File: src/rtl/booth_pp_gen_32.sv
// booth_pp_gen_32
//   Two-stage pipelined radix-4 Booth encoder and partial-product generator
//   for the 32x32 signed multiplier. Each accepted operand pair produces NPP
//   sign-extended, pre-shifted PW-bit rows. Summed mod 2^PW, they equal a*b.
//   Rows whose Booth digit is 0 are forced to 0 and flagged in pp_zero.
// Ports
//   clk, rst_n           clock, synchronous active-low reset
//   in_valid/in_ready    operand handshake (a, b sampled on accept)
//   a, b                 two's complement multiplicand / multiplier
//   out_valid/out_ready  row handshake
//   pp_flat              row k at [k*PW +: PW]
//   pp_zero              bit k set when row k's digit is 0

// booth_pp_row
//   Forms one row: (sext(a) * d) << 2K, with d in {0,+-1,+-2} given as
//   {neg, one, two}.
// Ports
//   a                    multiplicand
//   neg, one, two        decoded Booth digit
//   row                  shifted row, PW bits
module booth_pp_row #(
    parameter int WIDTH = 32,
    parameter int K     = 0
) (
    input  logic [WIDTH-1:0]   a,
    input  logic               neg,
    input  logic               one,
    input  logic               two,
    output logic [2*WIDTH-1:0] row
);
    localparam int PW = 2 * WIDTH;

    logic [PW-1:0] ax;
    logic [PW-1:0] mag;
    logic [PW-1:0] sgn;

    always_comb begin
        ax  = {{WIDTH{a[WIDTH-1]}}, a};
        mag = '0;
        // PW >= WIDTH+1, so doubling after sign extension cannot overflow.
        if (two)      mag = ax << 1;
        else if (one) mag = ax;
        // Full two's complement negation keeps every row self-contained.
        sgn = neg ? (~mag + PW'(1)) : mag;
        row = sgn << (2 * K);
    end
endmodule

module booth_pp_gen_32 #(
    parameter  int WIDTH = 32,
    localparam int NPP   = WIDTH / 2,
    localparam int PW    = 2 * WIDTH
) (
    input  logic              clk,
    input  logic              rst_n,
    input  logic              in_valid,
    output logic              in_ready,
    input  logic [WIDTH-1:0]  a,
    input  logic [WIDTH-1:0]  b,
    output logic              out_valid,
    input  logic              out_ready,
    output logic [NPP*PW-1:0] pp_flat,
    output logic [NPP-1:0]    pp_zero
);
    // S1: registered multiplicand plus decoded digits
    logic                      s1_valid;
    logic [WIDTH-1:0]          a_s1;
    logic [NPP-1:0]            neg_s1, one_s1, two_s1;
    // S2: finished rows
    logic                      s2_valid;
    logic [NPP-1:0][PW-1:0]    rows_s2;
    logic [NPP-1:0]            zero_s2;
    // Low during reset; keeps in_ready low until the cycle after release.
    logic                      run;

    logic [WIDTH:0]            bx;
    logic [NPP-1:0]            neg_d, one_d, two_d;
    logic [NPP-1:0][PW-1:0]    rows_d;
    logic                      s2_free, adv1, adv2, accept;

    assign s2_free  = ~s2_valid | out_ready;
    assign adv2     = s2_valid & out_ready;
    assign adv1     = s1_valid & s2_free;
    assign in_ready = run & rst_n & (~s1_valid | s2_free);
    assign accept   = in_valid & in_ready;

    // Booth triplet {b[2k+1], b[2k], b[2k-1]} with b[-1] = 0.
    // 111 is a zero digit, so neg is suppressed for it.
    always_comb begin
        bx = {b, 1'b0};
        neg_d = '0;
        one_d = '0;
        two_d = '0;
        for (int k = 0; k < NPP; k++) begin
            neg_d[k] = bx[2*k+2] & ~(bx[2*k+1] & bx[2*k]);
            one_d[k] = bx[2*k+1] ^ bx[2*k];
            two_d[k] = (bx[2*k+2] & ~bx[2*k+1] & ~bx[2*k]) |
                       (~bx[2*k+2] & bx[2*k+1] & bx[2*k]);
        end
    end

    for (genvar k = 0; k < NPP; k++) begin : g_row
        booth_pp_row #(.WIDTH(WIDTH), .K(k)) u_row (
            .a   (a_s1),
            .neg (neg_s1[k]),
            .one (one_s1[k]),
            .two (two_s1[k]),
            .row (rows_d[k])
        );
    end

    always_ff @(posedge clk) begin
        if (!rst_n) begin
            run      <= 1'b0;
            s1_valid <= 1'b0;
            s2_valid <= 1'b0;
            a_s1     <= '0;
            neg_s1   <= '0;
            one_s1   <= '0;
            two_s1   <= '0;
            rows_s2  <= '0;
            zero_s2  <= '1;
        end else begin
            run <= 1'b1;
            if (accept)    s1_valid <= 1'b1;
            else if (adv1) s1_valid <= 1'b0;
            if (adv1)      s2_valid <= 1'b1;
            else if (adv2) s2_valid <= 1'b0;
            // Data registers load only when their stage takes a new entry.
            if (accept) begin
                a_s1   <= a;
                neg_s1 <= neg_d;
                one_s1 <= one_d;
                two_s1 <= two_d;
            end
            if (adv1) begin
                rows_s2 <= rows_d;
                zero_s2 <= ~(one_s1 | two_s1);
            end
        end
    end

    // Stale S2 contents never leak: idle outputs read as all-zero rows.
    assign out_valid = s2_valid;
    assign pp_flat   = s2_valid ? rows_s2 : '0;
    assign pp_zero   = s2_valid ? zero_s2 : '1;
endmodule

File: config.mk
export PLATFORM = sky130hd
export DESIGN_NAME = booth_pp_gen_32
export DESIGN_NICKNAME = d
export VERILOG_FILES = /design/src/rtl/booth_pp_gen_32.sv
export SDC_FILE = /design/constraint.sdc
export NUM_CORES = 2
export LEC_CHECK = 0
export BUFFER_PORTS_ARGS = -buffer_cell sky130_fd_sc_hd__buf_2
export CAP_MARGIN = 20
export CORE_AREA = 2 2 435 437
export CTS_CLUSTER_SIZE = 12
export DETAILED_ROUTE_END_ITERATION = 6
export DIE_AREA = 0 0 437 439
export PLACE_DENSITY = 0.57
export RECOVER_POWER = 50
export SKIP_LAST_GASP = 1
export SYNTH_ARGS = -nofsm -noshare
export SYNTH_HDL_FRONTEND = slang
export SYNTH_SLANG_ARGS = --single-unit
File: constraint.sdc
create_clock -name clk -period 11.6 [get_ports clk]
set_input_delay 1.74 -clock clk [delete_from_list [all_inputs] [get_ports clk]]
set_output_delay 1.74 -clock clk [all_outputs]
set_load 0.01 [all_outputs]
==> impl_metrics.yaml <==
outcome:
  status: "complete, but fails checks"
  violations: "DRC, capacitance limit, slew limit"
global_route:
  grt_pass1_wl_um: 429000
  overflow: 0
  grtUsageTotal_pct: 30.4
  grt_pass1_vias: 57191
  grt_max_degree: 174
  grt_antenna_before_repair: 37
drt:
  drc: 2
  route.vias.total: 62635
  post_drt_wl_per_cell_um: 28.3
  routed_wl_um: 309000
  vias_per_cell: 5.74
  wl_met1_um: 121000
  firstDrtPassIters: 7
  antenna_left: 0
  wl_met3_um: 28700
  drt_iter0_markers: 7899
  wl_met2_um: 136000
  top_layer: "met5"
power:
  power_density_mw_per_mm2: 118
  ir_drop_v: 0.000117
  fin_total_pwr_uw: 7890
  power_leakage_uw: 0.0272
critical_path:
  critPathMaxFanout: 43
  reg2reg_to: "a_s1[25]"
  crit_path_end_kind: "register"
  worstSetupPathType: "input pin to register"
  worst_ep_arrival_time_ns: 9.35
  cpMaxStageDelayCell: "clkbuf_1"
  rr_startpoint: "out_valid"
  cp_common_cell: "clkbuf_1"
  rr_worst_depth: 7
  start_kind: "input pin"
  max_stage_delay_ns: 2.47
  r2r_slack_ns: 3.95
  critPathTopFamily: "buffers and inverters"
  crit_chain: "clkbuf_1 > clkbuf_1 > clkbuf_1 > nand3_1 > nor2_1"
  cp.required_ns: 12.30
  worst-path-buf-inv: 3
yosys:
  synth-seq-cells: 883
  syn_inst: 7992
  syn_avg_cell_area_um2: 7.29
  synth_top_area_share_pct: 30.3
  synth_area_mm2: 0.0583
  ys_top_cells_by_area: "dfxtp_1 30%, and2_1 8.9%, nand2_1 7.2%"
  ys_dominant_reg_cell: "dfxtp_1"
  synth-async-reset-ratio_pct: 0
  synthDistinctLibCells: 85
  yosysTopAreaCell: "dfxtp_1"
  ys.warnings.count: 0
  seq_area_frac_synth_pct: 30.3
  synth_edf_count: 0
floorplanning:
  die_x_um: 437
  dieArea_mm2: 0.192
  pin_count: 1110
  die_h_um: 439
  core_mm2: 0.187
  start_util_pct: 31.2
  row_count: 159
sta:
  finalHoldViolations: 0
  finalCriticalPeriod_ns: 8.65
  slew_violations: 1297
  skew_ns: 0.0540
  tightest_slew_ns: 4.54
  tns_ns: 0
  slew_headroom_pct: -203
  finalCritPeriodShare_pct: 74.5
  setup_viol: 0
  rsz0062_at_grt: "no"
  timing.fmax_mhz: 116
cells_and_area:
  final_layout_size_suffix_gt1_share_pct: 15.9
  area_delta_synth_final_pct: 15.0
  nNetsFinal: 8409
clock_network:
  cts.sinks: 883
  cts_tree: "built"
  insertion_delay_ns: 0.82
  postCtsSetupBuffers: 0
  cts_root_buf: "clkbuf_16"
  cts_hold_buf: 0
  htreeDepth: 3
  path_clk_slew_ns: 0.06
  cts_buffers: 108
  post_cts_resized: 0
  clk_path_buf_depth: 3
min_path:
  holdCritStartpoint: "rows_s2[120]"
  min_path_type: "register to register"
  whs_path_depth: 1
  min_to: "rows_s2[120]"
place:
  dp_hpwl_um: 213000
  finalWeightedCongestion: 0.931
  port_buffers: 869
run:
  maxCapViolCount: 27
[synthesized netlist by cell type (101+ instances only)]
cell type and instances:
nand3_1 188, dfxtp_1 883, nor3_1 108, nor2_1 354, xor2_1 160, a22o_1 160, nand2_1 1119, a22oi_1 388
xnor2_1 188, buf_1 118, o21a_1 101, buf_4 240, a21oi_1 575, and2_1 832, o21ai_0 548, clkbuf_1 720
[worst max path at each step]
stage / startpoint / endpoint / cells past startpoint
6_report: rst_n / rows_s2[569] / 5
5_1_grt: rst_n / rows_s2[569] / 5
4_1_cts: out_valid / pp_flat[351] / 4
3_5_place_dp: out_valid / pp_flat[351] / 4
3_3_place_gp: out_valid / pp_flat[318] / 4
2_1_floorplan: two_s1[3] / rows_s2[236] / 16
[registers in the layout, indices dropped and copies added, names as in the netlist]
name / count
a_s1: 32
neg_s1: 16
one_s1: 16
out_valid: 1
rows_s2: 784
run: 1
s1_valid: 1
two_s1: 16
zero_s2: 16
[power breakdown]
part	internal, uW	switching (uW)	total (uW)
clock network	2230	1550	3780
logic	205	785	990
registers	3070	51.4	3130
total	5510	2380	7890
[stage by stage]
| step | hold slack [ns] | util (%) | setup slack [ns] | instance area [um^2] | instances |
|---|---|---|---|---|---|
| after floorplan | 0.412 | - | 7.60 | 59200 | 8231 |
| after global placement | 0.425 | 33.8 | 6.81 | 63300 | 10687 |
| after detailed placement | 0.431 | 33.8 | 6.63 | 63300 | 10692 |
| after CTS | 0.446 | 35.9 | 5.75 | 67200 | 10887 |
| after global routing | 0.457 | 35.8 | 2.92 | 67000 | 10907 |
| final | 0.445 | 35.9 | 2.95 | 67100 | 10919 |
[placed cells by master (no fill, tap or decap), types with 49 or more instances in the layout]
master     netlist  routed
a31oi_1         82      82
buf_4          240     151
buf_2            8     831
nand2b_1        61      62
nand2_1       1119    1119
xor2_1         160     160
xnor2_1        188     188
nor3_1         108     107
nor2_1         354     353
dfxtp_1        883     836
a21o_1          85      85
o21ai_0        548     550
and3_1          64      64
nor2b_1         79      63
or2_2           51      49
o21a_1         101     101
nand4_1         62      62
and2_1         832     770
clkbuf_1       720      81
clkbuf_16        0     110
a22oi_1        388     388
o31ai_1         88      88
a22o_1         160     160
a21oi_1        575     575
conb_1           1     240
o211ai_1        64      64
or3_1           61      61
and2_0           3      65
nand3_1        188     188
[worst register-to-register path, cell delays in order (launching register included)]
cell	delay, ns
dfxtp_1	1.22
nor2b_1	0.56
nand2_1	0.20
and3_1	0.28
and2_0	0.90
clkbuf_1	3.22
nand2_1	0.85
a21oi_1	0.32
[logic make-up (layout without fill, tap and decap cells)]
kind of cell | after synthesis | after routing | share of synthesized area [%]
fa+ha+maj | 31 | 31 | 0.666
buf+inv | 1140 | 1304 | 8.93
xor+xnor | 348 | 348 | 5.23
compound gates | 2387 | 2387 | 26.6
flops | 883 | 883 | 30.3
simple gates | 3150 | 3150 | 27.3
mux | 52 | 52 | 0.930
other cells | 1 | 269 | 0.00643
[area by class of cell]
| cell class | instances | area (um^2) |
|---|---|---|
| fill | 20024 | 120000 |
| multi-input combinational | 6208 | 36300 |
| sequential | 883 | 17700 |
| timing repair buffer | 1057 | 5700 |
| tap | 2495 | 3120 |
| clock buffer | 140 | 3040 |
| clock inverter | 55 | 842 |
| inverter | 52 | 203 |
| antenna | 29 | 72.6 |
[metal layers]
layer	vias to the layer above	GRT usage, %
met1	30176	37.7
li1	28124	-
met5	-	0
met3	827	7.26
met4	12	20.2
met2	3496	46.8
No activity file was read; power rests on OpenSTA's default activity.
